<file path="config.mk">
export PLATFORM = sky130hd
export DESIGN_NAME = ahb_bridge_slave_if
export DESIGN_NICKNAME = d
export VERILOG_FILES = /design/src/rtl/ahb_bridge_slave_if.sv
export SDC_FILE = /design/constraint.sdc
export NUM_CORES = 1
export LEC_CHECK = 0
export BUFFER_PORTS_ARGS = -buffer_cell sky130_fd_sc_hd__clkbuf_2
export CORE_MARGIN = 2
export CORE_UTILIZATION = 45
export DETAILED_ROUTE_END_ITERATION = 10
export PLACE_DENSITY_LB_ADDON = 0.08
export SYNTH_ARGS = -nofsm -noshare
export SYNTH_HDL_FRONTEND = slang
export SYNTH_SLANG_ARGS = --single-unit
</file>
<file path="constraint.sdc">
create_clock -name HCLK -period 4.1 [get_ports HCLK]
set_input_delay 0.205 -clock HCLK [delete_from_list [all_inputs] [get_ports HCLK]]
set_output_delay 0.205 -clock HCLK [all_outputs]
set_load 0.02 [all_outputs]
</file>
<file path="src/rtl/ahb_bridge_slave_if.sv">
// ahb_bridge_slave_if: AHB-Lite slave front end that decodes APB windows and stalls AHB until the APB FSM finishes.
// Define AHB_SLV_ERR_RESP_EN to give unmapped accesses a two-cycle ERROR response instead of ignoring them.
module ahb_bridge_slave_if #(
    parameter int                ADDR_W    = 32,
    parameter int                DATA_W    = 32,
    parameter int                NUM_SLV   = 4,
    parameter logic [ADDR_W-1:0] BASE_ADDR = '0,
    parameter int                SLV_AW    = 16
) (
    input  logic               HCLK,
    input  logic               HRESET,
    input  logic               HREADYIN,
    input  logic [1:0]         HTRANS,
    input  logic [ADDR_W-1:0]  HADDR,
    input  logic               HWRITE,
    input  logic [2:0]         HSIZE,
    input  logic [DATA_W-1:0]  HWDATA,
    input  logic               XFER_DONE,
    input  logic [DATA_W-1:0]  PRDATA_IN,
    output logic               HREADYOUT,
    output logic [1:0]         HRESP,
    output logic [DATA_W-1:0]  HRDATA,
    output logic [ADDR_W-1:0]  PIPELINE_HADDR,
    output logic [DATA_W-1:0]  PIPELINE_HWDATA,
    output logic               HWRITEREG,
    output logic [2:0]         HSIZEREG,
    output logic [NUM_SLV-1:0] HSEL,
    output logic               VALID
);
    typedef enum logic [2:0] {
        S_IDLE,
        S_DPH,
        S_WAITX
`ifdef AHB_SLV_ERR_RESP_EN
        ,
        S_ERR1,
        S_ERR2
`endif
    } state_t;

    state_t              r_state, w_next;
    logic [ADDR_W-1:0]   r_haddr;
    logic [DATA_W-1:0]   r_hwdata, r_hrdata;
    logic                r_hwrite;
    logic [2:0]          r_hsize;
    logic [NUM_SLV-1:0]  r_hsel, w_hsel;
    logic [ADDR_W:0]     w_off;
    logic [ADDR_W-1:0]   w_idx;
    logic                w_mapped, w_trans_ok, w_open, w_acc, w_acc_map;

    // Extra top bit catches addresses below BASE_ADDR instead of wrapping them into a window
    assign w_off      = {1'b0, HADDR} - {1'b0, BASE_ADDR};
    assign w_idx      = w_off[ADDR_W-1:0] >> SLV_AW;
    assign w_mapped   = !w_off[ADDR_W] && (w_idx < ADDR_W'(NUM_SLV));
    assign w_trans_ok = (HTRANS == 2'b10) || (HTRANS == 2'b11);

    genvar g;
    generate
        for (g = 0; g < NUM_SLV; g++) begin : g_sel
            assign w_hsel[g] = (w_idx == ADDR_W'(g));
        end
    endgenerate

`ifdef AHB_SLV_ERR_RESP_EN
    assign w_open    = (r_state == S_IDLE) || (r_state == S_ERR2);
    assign HREADYOUT = w_open;
    assign HRESP     = (r_state == S_ERR1 || r_state == S_ERR2) ? 2'b01 : 2'b00;
`else
    assign w_open    = (r_state == S_IDLE);
    assign HREADYOUT = w_open;
    assign HRESP     = 2'b00;
`endif
    assign w_acc     = w_open && HREADYOUT && HREADYIN && w_trans_ok;
    assign w_acc_map = w_acc && w_mapped;

    always_comb begin
        w_next = r_state;
        case (r_state)
            S_DPH:   w_next = S_WAITX;
            S_WAITX: w_next = XFER_DONE ? S_IDLE : S_WAITX;
`ifdef AHB_SLV_ERR_RESP_EN
            S_ERR1:  w_next = S_ERR2;
`endif
            default: begin
                w_next = S_IDLE;
                if (w_acc_map) w_next = S_DPH;
`ifdef AHB_SLV_ERR_RESP_EN
                else if (w_acc) w_next = S_ERR1;
`endif
            end
        endcase
    end

    always_ff @(posedge HCLK or posedge HRESET) begin
        if (HRESET) begin
            r_state  <= S_IDLE;
            r_haddr  <= '0;
            r_hwdata <= '0;
            r_hrdata <= '0;
            r_hwrite <= 1'b0;
            r_hsize  <= '0;
            r_hsel   <= '0;
        end else begin
            r_state <= w_next;
            if (w_acc_map) begin
                r_haddr  <= HADDR;
                r_hwrite <= HWRITE;
                r_hsize  <= HSIZE;
                r_hsel   <= w_hsel;
            end
            if (r_state == S_DPH && r_hwrite) r_hwdata <= HWDATA;
            if (r_state == S_WAITX && XFER_DONE) begin
                r_hsel <= '0;
                if (!r_hwrite) r_hrdata <= PRDATA_IN;
            end
        end
    end

    assign VALID           = (r_state == S_WAITX);
    assign HSEL            = r_hsel;
    assign HRDATA          = r_hrdata;
    assign PIPELINE_HADDR  = r_haddr;
    assign PIPELINE_HWDATA = r_hwdata;
    assign HWRITEREG       = r_hwrite;
    assign HSIZEREG        = r_hsize;
endmodule

</file>
==> metrics.md <==
| Metric | Value |
|---|---|
| Comb power frac | `7.0%` |
| RSZ-0062 raised after global routing | `no` |
| TritonCTS buffer count | `9` |
| Arrival time worst endpoint | `2.48 ns` |
| FMAX | `445 MHz` |
| DRT Wirelength | `8110 µm` |
| Most common cell after layout, fill and taps aside | `clkbuf_2` |
| Flop pwr share | `59.4%` |
| DRT Pass-1 Iters | `3` |
| Slew @ Worst Pin | `1.01 ns` |
| GRT met2 Usage | `27.8%` |
| Fillers | `719` |
| Hold slack | `0.0523 ns` |
| Sw frac | `23.5%` |
| Deepest clock path buffer count | `2` |
| Worst slack at placement | `1.78 ns` |
| Worst setup EP type | `flip-flop` |
| Ys async rst share | `100%` |
| Via count | `2,690` |
| Post-CTS Hold Buffers | `0` |
| Estimated wirelength of the detail-placed design | `5940 µm` |
| Leakage | `2.99 nW` |
| Clock transition at path regs | `0.11 ns` |
| DP Area | `0.00513 mm²` |
| Post-CTS Setup Bufs | `0` |
| Sw Pwr | `423 µW` |
| Io pins | `214` |
| First-pass GRT wire length | `13,200 µm` |
| Crit Path Category | `flip-flop to flip-flop` |
| Worst skew pair latency | `0.35 ns` |
| TNS Setup | `0 ns` |
| Max stage delay on crit path | `0.82 ns` |
| Warnings, synthesis | `0` |
| FF+latch area | `0.00265 mm²` |
| Synth Cell Area | `0.00399 mm²` |
| DRC | `0` |
| Global placement routability congestion | `0.740` |
| Main synth FF type | `dfrtp_1` |
| Routing usage on met3 | `5.94%` |
| Required @ worst endpoint | `4.33 ns` |
| Minimum clock period | `2.25 ns` |
| Setup WS post-layout | `1.85 ns` |
| Worst path buffer plus inverter count | `1` |
| CP delay by family, top | `simple AND/OR/NAND/NOR gates` |
| CP max FO | `39` |
| N_diodes | `0` |
| Count of final hold-check violations | `0` |
| CTS tree | `yes` |
| Root Buffer | `clkbuf_8` |
| Slowest-stage cell, CP | `nor2_4` |
| Worst Hold Depth | `2` |
| # rows | `34` |
| Gr busiest metal | `met2` |
| Port Buf Inserts | `210` |
| H-tree depth | `3` |
| Final antenna-violating net count | `0` |
| Power density over cell area | `339 mW/mm²` |
| Via count of the first global-routing pass | `2,812` |
| Starting density of the core | `46.0%` |
| Total GRT Usage | `17.2%` |
| Global-route met1 utilization | `22.0%` |
| Worst hold path type | `primary input to flip-flop` |
| Commonest cells after routing, fill and taps aside | `210 x clkbuf_2, 106 x dfrtp_1, 85 x mux2_2` |
| Syn_area_per_cell | `15.8 µm²` |
| Largest net degree at the start of global routing | `85` |
| Internal power | `1.38 mW` |
| DIE HEIGHT | `98.2 µm` |
| Crit start category | `flip-flop` |
| Routed WL per cell | `14.1 µm` |
| Worst Reg-to-Reg Cells | `5` |
| Die width | `98.2 µm` |
| Max Cap Violations | `0` |
| Share of layout cells above drive strength 1 | `67.5%` |
| Area grow syn2layout | `33.2%` |
| Core area | `0.00868 mm²` |
| Area of the multi-input gates | `0.00126 mm²` |
| Run status | `complete, no violations` |
| Final nets | `572` |
| Mapped Cells | `252` |
| Number of enable flip-flop cells after synthesis | `0` |
| Power Total | `1.80 mW` |
| Clock Skew | `0.0124 ns` |
| Fin. max-slew vios | `0` |
| Slew HR | `32.4%` |
| Die area | `0.00964 mm²` |
| Drt initial violations | `44` |
| CTS resizes | `0` |
| Initial antenna violation count | `0` |
| Sequential area share after synthesis | `66.5%` |
| Worst path depth | `5` |
| Critical-path cell list | `inv_1, ha_1, nand3_1, nor2_4, mux2_2` |
| Clk pwr share | `33.7%` |
| Final setup viols | `0` |
| Total grt overflow | `0` |
| Clk sink count | `106` |
| Post-route design area | `0.00532 mm²` |
| Vias/cell | `4.67` |
| Tcrit/Tclk final | `54.8%` |
| Max VDD drop | `0.179 mV` |
| Register bit total from synthesis | `106` |
| Yosys cell types | `25` |
[cell families after synthesis]
group | Yosys count | share of synthesized area [%]
adder cells (fa/ha/maj) | 3 | 0.941
multiplexers | 88 | 24.8
other | 1 | 0.0940
flip-flops | 106 | 66.5
AND/OR/NAND/NOR | 34 | 4.83
buffers and inverters | 16 | 2.26
AO/OA/AOI/OAI | 4 | 0.627
[cells in the mapped netlist, drive strengths merged, types with 2 or more instances]
library cell    n  area share (%)
o21ai           2            0.25
nor4            3            0.47
nor2            2            0.19
nor2b          15             2.4
ha              3            0.94
inv             3            0.28
nand2           6            0.56
or4             2            0.38
nand3           2            0.25
buf            12             1.9
mux2i           2            0.50
mux2           86              24
dfrtp         106              66
[metrics by stage]
| stage | cells | util, % |
|---|---|---|
| floorplan | 253 | - |
| global placement | 560 | 59.1 |
| detailed placement | 560 | 59.1 |
| CTS | 576 | 61.2 |
| global route | 576 | 61.2 |
| finish | 576 | 61.2 |
[area by class of cell]
class                      count  area share (%)
sequential                   106            49.9
inverter                       3           0.259
tap                          108            2.54
clock buffer                  11            2.85
multi-input combinational    131            23.7
timing repair buffer         212            20.1
clock inverter                 5           0.706
[path summary, 6_finish.rpt]
kind | end | slack (ns) | startpoint
max in group asynchronous | PIPELINE_HADDR[31] | 3.16 | HRESET
setup / recovery | PIPELINE_HADDR[7] | 1.85 | r_state[0]
hold reg to reg | PIPELINE_HADDR[30] | 0.50 | PIPELINE_HADDR[30]
hold / removal | HRDATA[3] | 0.05 | PRDATA_IN[3]
min in group asynchronous | PIPELINE_HWDATA[4] | 0.07 | HRESET
setup reg to reg | PIPELINE_HADDR[7] | 1.85 | r_state[0]
[registers in the layout (all words and copies together), names as in the netlist]
signal           flops
HSEL                 4
PIPELINE_HWDATA     32
r_state              2
PIPELINE_HADDR      32
HWRITEREG            1
HRDATA              32
HSIZEREG             3
[layer usage]
metal	up-vias	wire length [µm]	part of all wire, %
li1	1282	-	-
met1	1280	3490	43
met2	117	3780	47
met3	11	727	9.0
met4	0	114	1.4
met5	-	0	0
[worst register-to-register path, stage by stage, from the launching register on]
cell and delay, ns:
dfrtp_1 0.39, inv_1 0.08, ha_1 0.20, nand3_1 0.21, nor2_4 0.82, mux2_2 0.43
[power by group through the flow]
stage	registers [mW]	logic, mW	clock network (mW)
floorplan	1.11	0.0348	0
global placement	1.09	0.127	0
detailed placement	1.09	0.129	0
CTS	1.07	0.129	0.627
global route	1.07	0.140	0.670
finish	1.07	0.126	0.606
Power figures use the tool's default switching activity.
